$ cat src/rtl/btn_press_counter_pkg.sv
// ============================================================================
// Module      : btn_press_counter_pkg
// Description : Shared state encoding and default parameters for the
//               pushbutton press counter.
// Revision    : 1.0 - initial release
// ============================================================================
`default_nettype none

package btn_press_counter_pkg;

  localparam int unsigned C_DEBOUNCE_COUNT_DEFAULT = 1_000_000;
  localparam int unsigned C_LED_WIDTH_DEFAULT      = 16;

  localparam logic [1:0] S_IDLE         = 2'd0;
  localparam logic [1:0] S_PRESS_WAIT   = 2'd1;
  localparam logic [1:0] S_PRESSED      = 2'd2;
  localparam logic [1:0] S_RELEASE_WAIT = 2'd3;

  typedef enum logic [1:0] {
    ST_IDLE         = S_IDLE,
    ST_PRESS_WAIT   = S_PRESS_WAIT,
    ST_PRESSED      = S_PRESSED,
    ST_RELEASE_WAIT = S_RELEASE_WAIT
  } state_e;

endpackage

`default_nettype wire

$ cat src/rtl/btn_debounce.sv
// ============================================================================
// Module      : btn_debounce
// Description : Two-flop synchroniser plus press/release debounce FSM that
//               emits one registered pulse per accepted press.
// Revision    : 1.0 - initial release
// ============================================================================
`default_nettype none

module btn_debounce
  import btn_press_counter_pkg::*;
#(
  parameter int unsigned C_DEBOUNCE_COUNT = C_DEBOUNCE_COUNT_DEFAULT
) (
  input  logic clk,
  input  logic rst,
  input  logic btn_raw,
  output logic press_pulse,
  output logic press_accept
);

  localparam int unsigned CNT_W    = $clog2(C_DEBOUNCE_COUNT + 1);
  localparam int unsigned ONE_INT  = 1;
  localparam logic [CNT_W-1:0] CNT_MAX = C_DEBOUNCE_COUNT[CNT_W-1:0];
  localparam logic [CNT_W-1:0] CNT_ONE = ONE_INT[CNT_W-1:0];

  logic             sync1_q;
  logic             btn_sync_q;
  state_e           state_q, state_d;
  logic [CNT_W-1:0] cnt_q, cnt_d;
  logic             press_pulse_q, press_pulse_d;
  logic             accept;

  always_ff @(posedge clk) begin
    if (rst) begin
      sync1_q       <= 1'b0;
      btn_sync_q    <= 1'b0;
      state_q       <= ST_IDLE;
      cnt_q         <= '0;
      press_pulse_q <= 1'b0;
    end else begin
      sync1_q       <= btn_raw;
      btn_sync_q    <= sync1_q;
      state_q       <= state_d;
      cnt_q         <= cnt_d;
      press_pulse_q <= press_pulse_d;
    end
  end

  // A low sample always wins over the terminal count, so a fall on the
  // accepting edge is still treated as a bounce.
  always_comb begin
    state_d = state_q;
    cnt_d   = cnt_q;
    accept  = 1'b0;
    case (state_q)
      ST_IDLE: begin
        if (btn_sync_q) begin
          state_d = ST_PRESS_WAIT;
          cnt_d   = CNT_ONE;
        end else begin
          cnt_d = '0;
        end
      end
      ST_PRESS_WAIT: begin
        if (!btn_sync_q) begin
          state_d = ST_IDLE;
          cnt_d   = '0;
        end else if (cnt_q == CNT_MAX) begin
          state_d = ST_PRESSED;
          accept  = 1'b1;
        end else begin
          cnt_d = cnt_q + CNT_ONE;
        end
      end
      ST_PRESSED: begin
        if (!btn_sync_q) begin
          state_d = ST_RELEASE_WAIT;
          cnt_d   = CNT_ONE;
        end
      end
      ST_RELEASE_WAIT: begin
        if (btn_sync_q) begin
          state_d = ST_PRESSED;
          cnt_d   = '0;
        end else if (cnt_q == CNT_MAX) begin
          state_d = ST_IDLE;
        end else begin
          cnt_d = cnt_q + CNT_ONE;
        end
      end
      default: begin
        state_d = ST_IDLE;
        cnt_d   = '0;
      end
    endcase
    press_pulse_d = accept;
  end

  assign press_pulse  = press_pulse_q;
  assign press_accept = accept;

endmodule

`default_nettype wire

$ cat src/rtl/btn_press_counter.sv
// ============================================================================
// Module      : btn_press_counter
// Description : Debounced pushbutton press counter; the tally wraps modulo
//               2^C_LED_WIDTH and is driven onto led.
// Revision    : 1.0 - initial release
// ============================================================================
`default_nettype none

module btn_press_counter
  import btn_press_counter_pkg::*;
#(
  parameter int unsigned C_DEBOUNCE_COUNT = C_DEBOUNCE_COUNT_DEFAULT,
  parameter int unsigned C_LED_WIDTH      = C_LED_WIDTH_DEFAULT
) (
  input  logic                   clk,
  input  logic                   btnC,
  input  logic                   btnU,
  output logic                   press_pulse,
  output logic [C_LED_WIDTH-1:0] led
);

  logic                   press_accept;
  logic [C_LED_WIDTH-1:0] led_q, led_d;

  btn_debounce #(
    .C_DEBOUNCE_COUNT(C_DEBOUNCE_COUNT)
  ) btn_debounce_DUT (
    .clk          (clk),
    .rst          (btnC),
    .btn_raw      (btnU),
    .press_pulse  (press_pulse),
    .press_accept (press_accept)
  );

  // The accept strobe is taken on the same edge as the pulse register so
  // led and press_pulse change together.
  always_comb begin
    led_d = led_q;
    if (press_accept) begin
      led_d = led_q + C_LED_WIDTH'(1);
    end
  end

  always_ff @(posedge clk) begin
    if (btnC) begin
      led_q <= '0;
    end else begin
      led_q <= led_d;
    end
  end

  assign led = led_q;

endmodule

`default_nettype wire
$ cat config.mk
export PLATFORM = sky130hd
export DESIGN_NAME = btn_press_counter
export DESIGN_NICKNAME = d
export VERILOG_FILES = /design/src/rtl/btn_press_counter_pkg.sv /design/src/rtl/btn_debounce.sv /design/src/rtl/btn_press_counter.sv
export SDC_FILE = /design/constraint.sdc
export NUM_CORES = 1
export LEC_CHECK = 0
export BUFFER_PORTS_ARGS = -buffer_cell sky130_fd_sc_hd__buf_4
export CORE_ASPECT_RATIO = 1.4
export CORE_MARGIN = 4
export CORE_UTILIZATION = 38
export CTS_BUF_LIST = sky130_fd_sc_hd__clkbuf_8 sky130_fd_sc_hd__clkbuf_16
export DETAILED_ROUTE_END_ITERATION = 6
export PLACE_DENSITY = 0.56
export SETUP_SLACK_MARGIN = 0.1
export SLEW_MARGIN = 20
export SYNTH_ARGS = -nofsm -noshare
export SYNTH_HDL_FRONTEND = slang
export SYNTH_HIERARCHICAL = 1
export SYNTH_SLANG_ARGS = --single-unit
$ cat constraint.sdc
create_clock -name clk -period 6.6 [get_ports clk]
set_input_delay 0 -clock clk [delete_from_list [all_inputs] [get_ports clk]]
set_output_delay 0 -clock clk [all_outputs]
set_load 0.005 [all_outputs]
# Word-level counts from Yosys, hierarchy flattened

Cells that the tools add are included.

Flip-flop bits (word level): 41
Bits in latches: 0
Bits in writable memories: 0
Memory bits (read-only): 0
Input port bits: 3
Output and inout port bits: 17
Logic and storage cells: 34
Memories: 0

$add $sub $neg: 2
$mul: 0
Divide/modulo/power cells: 0
Magnitude comparators: 0
Equality and inequality tests: 8
Shift-type cells: 0
Mux-type cells: 16
Bitwise gates (word level): 0
Reductions and logical operators: 2

Operators with widths:

| operator                                       | count |
|---|---|
| 2-to-1 mux 20 bit                              | 4 |
| one-hot mux 20 bit (4 select lines)            | 1 |
| adder 20 x 1 -> 20 bit (second input constant) | 1 |
| == test 20 bit (second input constant)         | 1 |
| adder 16 x 1 -> 16 bit (second input constant) | 1 |
| 2-to-1 mux 2 bit                               | 6 |
| one-hot mux 2 bit (4 select lines)             | 1 |
| == test 2 bit (second input constant)          | 2 |
| 2-to-1 mux 1 bit                               | 4 |
| AND reduction 4 bit                            | 1 |
| != test 3 x 1 -> 1 bit (second input constant) | 1 |
| != test 3 bit (second input constant)          | 1 |
| == test 2 x 1 -> 1 bit (second input constant) | 1 |
| logical NOT 2 bit                              | 1 |
| != test 2 x 1 -> 1 bit (second input constant) | 1 |
| != test 2 bit (second input constant)          | 1 |

# Longest topological paths before layout

Depth in word-level cells: 4
Depth in mapped cells: 9
Mapped depth without buffers: 9

# Cells and area by module

Netlist, hierarchy kept.

Modules (own cells, without submodules):

| module            | times used | cells each | area an instance (sq um) |
|---|---|---|---|
| btn_debounce      | 1          | 171        | 1,376.3 |
| btn_press_counter | 1          | 83         | 757.0 |

# Worst setup path after synthesis

OpenSTA, ideal clock, no wires.

Path kind: register -> register
Start point: register btn_debounce_DUT.cnt_q[8]
End point: register led_q[13] (netlist: led[13])
Library setup time: 0.070 ns
Arrival: 2.534 ns
Data required time: 6.530 ns
Slack: 3.995 ns
Cell stages (with the launch flop): 8
Buffers on the path: 0
Path through: dfxtp_1 or4b_1 nor4_1 and4b_1 nand4_4 nor4_4 or3b_1 a21oi_1

Word-level cells in the longest chain between the ends: 4

Ends and longest elaborated chain:

| what                   | line                    | text |
|---|---|---|
| start, declared        | btn_debounce.sv:29      | `logic [CNT_W-1:0] cnt_q, cnt_d;` |
| start signal, assigned | btn_debounce.sv:44      | `cnt_q <= cnt_d;` |
| == test 20 bit         | btn_debounce.sv:68      | `end else if (cnt_q == CNT_MAX) begin` |
| 2-to-1 mux 1 bit       | btn_debounce.sv:68      |  |
| 2-to-1 mux 1 bit       | btn_debounce.sv:65      | `if (!btn_sync_q) begin` |
| 2-to-1 mux 1 bit       | btn_debounce.sv:55      | `case (state_q)` |
| via press_accept       | btn_press_counter.sv:22 | `logic press_accept;` |
| end signal, assigned   | btn_press_counter.sv:48 | `led_q <= led_d;` |
| end, declared          | btn_press_counter.sv:23 | `logic [C_LED_WIDTH-1:0] led_q, led_d;` |

The timed path passes the listed nets, and every way through them passes these cells.
A chain may end at the register's enable or synchronous reset.

# Worst setup path after layout

Same ends and word-level chain as after synthesis.

==> impl_metrics.env <==
export IMPL_status="completed"
export IMPL_placed_area_mm2=0.00226
export IMPL_antenna_found_initial=0
export IMPL_synth_seq_cells=41
export IMPL_hold_viol_final=0
export IMPL_path_clk_slew_ns=0.08
export IMPL_fin_util=0.436
export IMPL_track_usage=0.140
export IMPL_final_nets=275
export IMPL_yosysMostFrequentCell="dfxtp_1"
export IMPL_clock_tree_root_cell="clkbuf_8"
export IMPL_die_y_um=96.7
export IMPL_crit_family="simple AND/OR/NAND/NOR gates"
export IMPL_drt_iter0_drc=154
export IMPL_die_area_mm2=0.00689
export IMPL_route_vias_total=1817
export IMPL_p_comb_frac=0.017
export IMPL_fp_row_count=32
export IMPL_synth_edff_count=0
export IMPL_cts_sinks=41
export IMPL_drive_above_1_share=0.156
export IMPL_tns_ns=0
export IMPL_synth_top_flop_cell="dfxtp_1"
export IMPL_cap_violations=0
export IMPL_p_per_area_mw_per_mm2=197
export IMPL_internal_power_mw=0.374
export IMPL_p_sw_mw=0.0985
export IMPL_power_frac_clock=0.456
export IMPL_dp_cells=329
export IMPL_grt_ovfl_total=0
export IMPL_cts_tree="yes"
export IMPL_drv_slew=0
export IMPL_finalCritPeriodShare=0.442
export IMPL_ys_seq_area_frac=0.385
export IMPL_synth_top_area_cell="dfxtp_1"
export IMPL_fin_cells=338
export IMPL_syn_avg_cell_area_um2=8.40
export IMPL_met2_length_mm=2.32
export IMPL_path_cells="or4b_1 > nor4_1 > buf_4 > and4b_1 > nand4_4 > nor4_4 > or3b_1 > a21oi_1"
export IMPL_period_minus_slack_ns=2.92
export IMPL_place_congestion=0.746
export IMPL_grt_pass1_vias=1682
export IMPL_routed_top_layer="met4"
export IMPL_p_sw_frac=0.209
export IMPL_htree_num_levels=2
export IMPL_drc=0
export IMPL_wl_per_cell_um=13.8
export IMPL_wl_mm=4.66
export IMPL_worst_pin_slew_ns=0.769
export IMPL_hold_ws_ns=0.0960
export IMPL_skew_ns=0.00644
export IMPL_required_ns=6.84
export IMPL_syn_area_mm2=0.00213
export IMPL_cp_slowest_cell="or4b_1"
export IMPL_relSlewSlack=0.483
export IMPL_ys_async_sr_fraction=0
export IMPL_dr_wl_met3_um=131
export IMPL_area_delta_synth_final_pct=12.1
export IMPL_grt_pass1_wl_mm=7.87
export IMPL_synthTopCellsByCount="dfxtp_1 (41), nor2_1 (37), nand2_1 (21)"
export IMPL_wirelength_met1_mm=2.12
export IMPL_crit_type="reg2reg"
export IMPL_die_x_um=71.3
export IMPL_clk_latency_ns=0.30
export IMPL_postRouteAntennaNets=0
export IMPL_dr_pass1_iters=4
export IMPL_yosys_area_top_type_share=0.385
export IMPL_cp_start_kind="register"
export IMPL_netlist_top_cells_area="dfxtp_1 (38%), nor2_1 (6.5%), nand2_1 (3.7%)"
export IMPL_grt_max_degree=37
export IMPL_yosys_warnings=6
export IMPL_vdd_ir_drop_max_mv=0.0939
export IMPL_critPathMaxFanout=11
export IMPL_cp_end_kind="register"
export IMPL_critical_path_arrival_ns=3.15
export IMPL_max_clock_freq_mhz=343
export IMPL_rsz0062_at_grt="false"
export IMPL_coreArea_mm2=0.00549
export IMPL_slowest_delay_ns=0.54
export IMPL_clk_path_buf_depth=2
export IMPL_p_leak_nw=0.842
export IMPL_synth_cell_types=52
export IMPL_fin_area_mm2=0.00239
export IMPL_portBuffers=19
export IMPL_synth_nets=260
export IMPL_viasPerCell=5.38
export IMPL_antenna_cells=0
export IMPL_initial_core_util=0.389
export IMPL_post_cts_setup_buffers=0
export IMPL_worst_path_buf_inv=1
export IMPL_seqPwrFrac=0.528
export IMPL_synth_cells=254
export IMPL_cts_buffers=5
export IMPL_dp_hpwl_mm=3.20
export IMPL_setup_viol_count_final=0
export IMPL_hold_class="in2reg"
export IMPL_io_pin_count=20
[sequential cells by signal (all words and copies together), names as in the netlist, named ones only]
| register | count |
|---|---|
| btn_debounce_DUT/state_q | 1 |
| btn_debounce_DUT/cnt_q | 20 |
| btn_debounce_DUT/btn_sync_q | 1 |
| btn_debounce_DUT/sync1_q | 1 |
| led | 16 |
| btn_debounce_DUT/press_pulse | 1 |
[final timing paths]
check,startpoint,endpoint,slack (ns),depth (start not counted)
setup reg to reg,btn_debounce_DUT/cnt_q[8]$_SDFFE_PP0P_,led[13]$_SDFFE_PP0P_,3.68,8
hold / removal,btnC,led[10]$_SDFFE_PP0P_,0.1,2
setup / recovery,btn_debounce_DUT/cnt_q[8]$_SDFFE_PP0P_,led[13]$_SDFFE_PP0P_,3.68,8
hold reg to reg,btn_debounce_DUT/sync1_q$_SDFF_PP0_,btn_debounce_DUT/btn_sync_q$_SDFF_PP0_,0.44,1
[what timing repair did]
action / 4_1_cts / 5_1_grt
hold buffers: 1 / 0
gates resized for setup: 0 / 0
endpoints found under the hold margin: 1 / 0
[routing by layer]
| metal | global-route usage | vias to the layer above |
|---|---|---|
| met5 | 0 | - |
| met4 | 0.0521 | 0 |
| met3 | 0.0270 | 7 |
| met2 | 0.228 | 27 |
| met1 | 0.180 | 845 |
| li1 | - | 938 |
[kinds of logic after synthesis]
family	share of synthesized area
muxes	0.0199
adders and majority gates	0.0176
DFF	0.385
and+or+nand+nor	0.311
xor gates and xnor gates	0.0534
AOI/OAI and AO/OA	0.149
buffers and inverters	0.0639
[final cells by class]
cell class	count	area, um2
clock buffer	6	82.6
clock inverter	2	37.5
fill	547	3090
inverter	8	30.0
multi-input combinational	192	1180
sequential	41	821
tap	68	85.1
timing repair buffer	21	160
[layout by cell type, fill, tap and decap left out, types with 2 or more instances in the layout]
cell | netlist | routed
a21oi_1 | 15 | 15
a22oi_1 | 2 | 2
a311oi_1 | 5 | 5
and2_1 | 2 | 2
and3_1 | 4 | 4
buf_4 | 0 | 20
clkbuf_8 | 5 | 6
dfxtp_1 | 41 | 41
ha_1 | 3 | 3
inv_1 | 8 | 8
mux2_2 | 2 | 2
mux2i_1 | 2 | 2
nand2_1 | 21 | 21
nand3_1 | 13 | 13
nand4_1 | 5 | 5
nor2_1 | 37 | 37
nor2b_1 | 3 | 3
nor3_1 | 10 | 10
nor4_1 | 6 | 6
nor4b_1 | 2 | 2
o21ai_0 | 15 | 15
o21bai_1 | 2 | 2
o22ai_1 | 2 | 2
o31ai_1 | 2 | 2
or2_2 | 3 | 3
or4_1 | 2 | 2
xnor2_1 | 8 | 8
xor2_1 | 5 | 5
[metrics by stage]
step	total power, mW	setup WS [ns]
3_3_place_gp	0.263	3.74
2_1_floorplan	0.261	4.00
6_report	0.472	3.68
5_1_grt	0.490	3.53
3_5_place_dp	0.263	3.70
4_1_cts	0.477	3.69
[power groups by stage]
stage	registers, mW	clock network (mW)	logic, mW
final	0.249	0.215	0.00793
after global routing	0.249	0.231	0.00919
after CTS	0.249	0.220	0.00813
after detailed placement	0.255	0	0.00760
after global placement	0.255	0	0.00762
after floorplan	0.254	0	0.00683
Power figures use the tool's default switching activity.
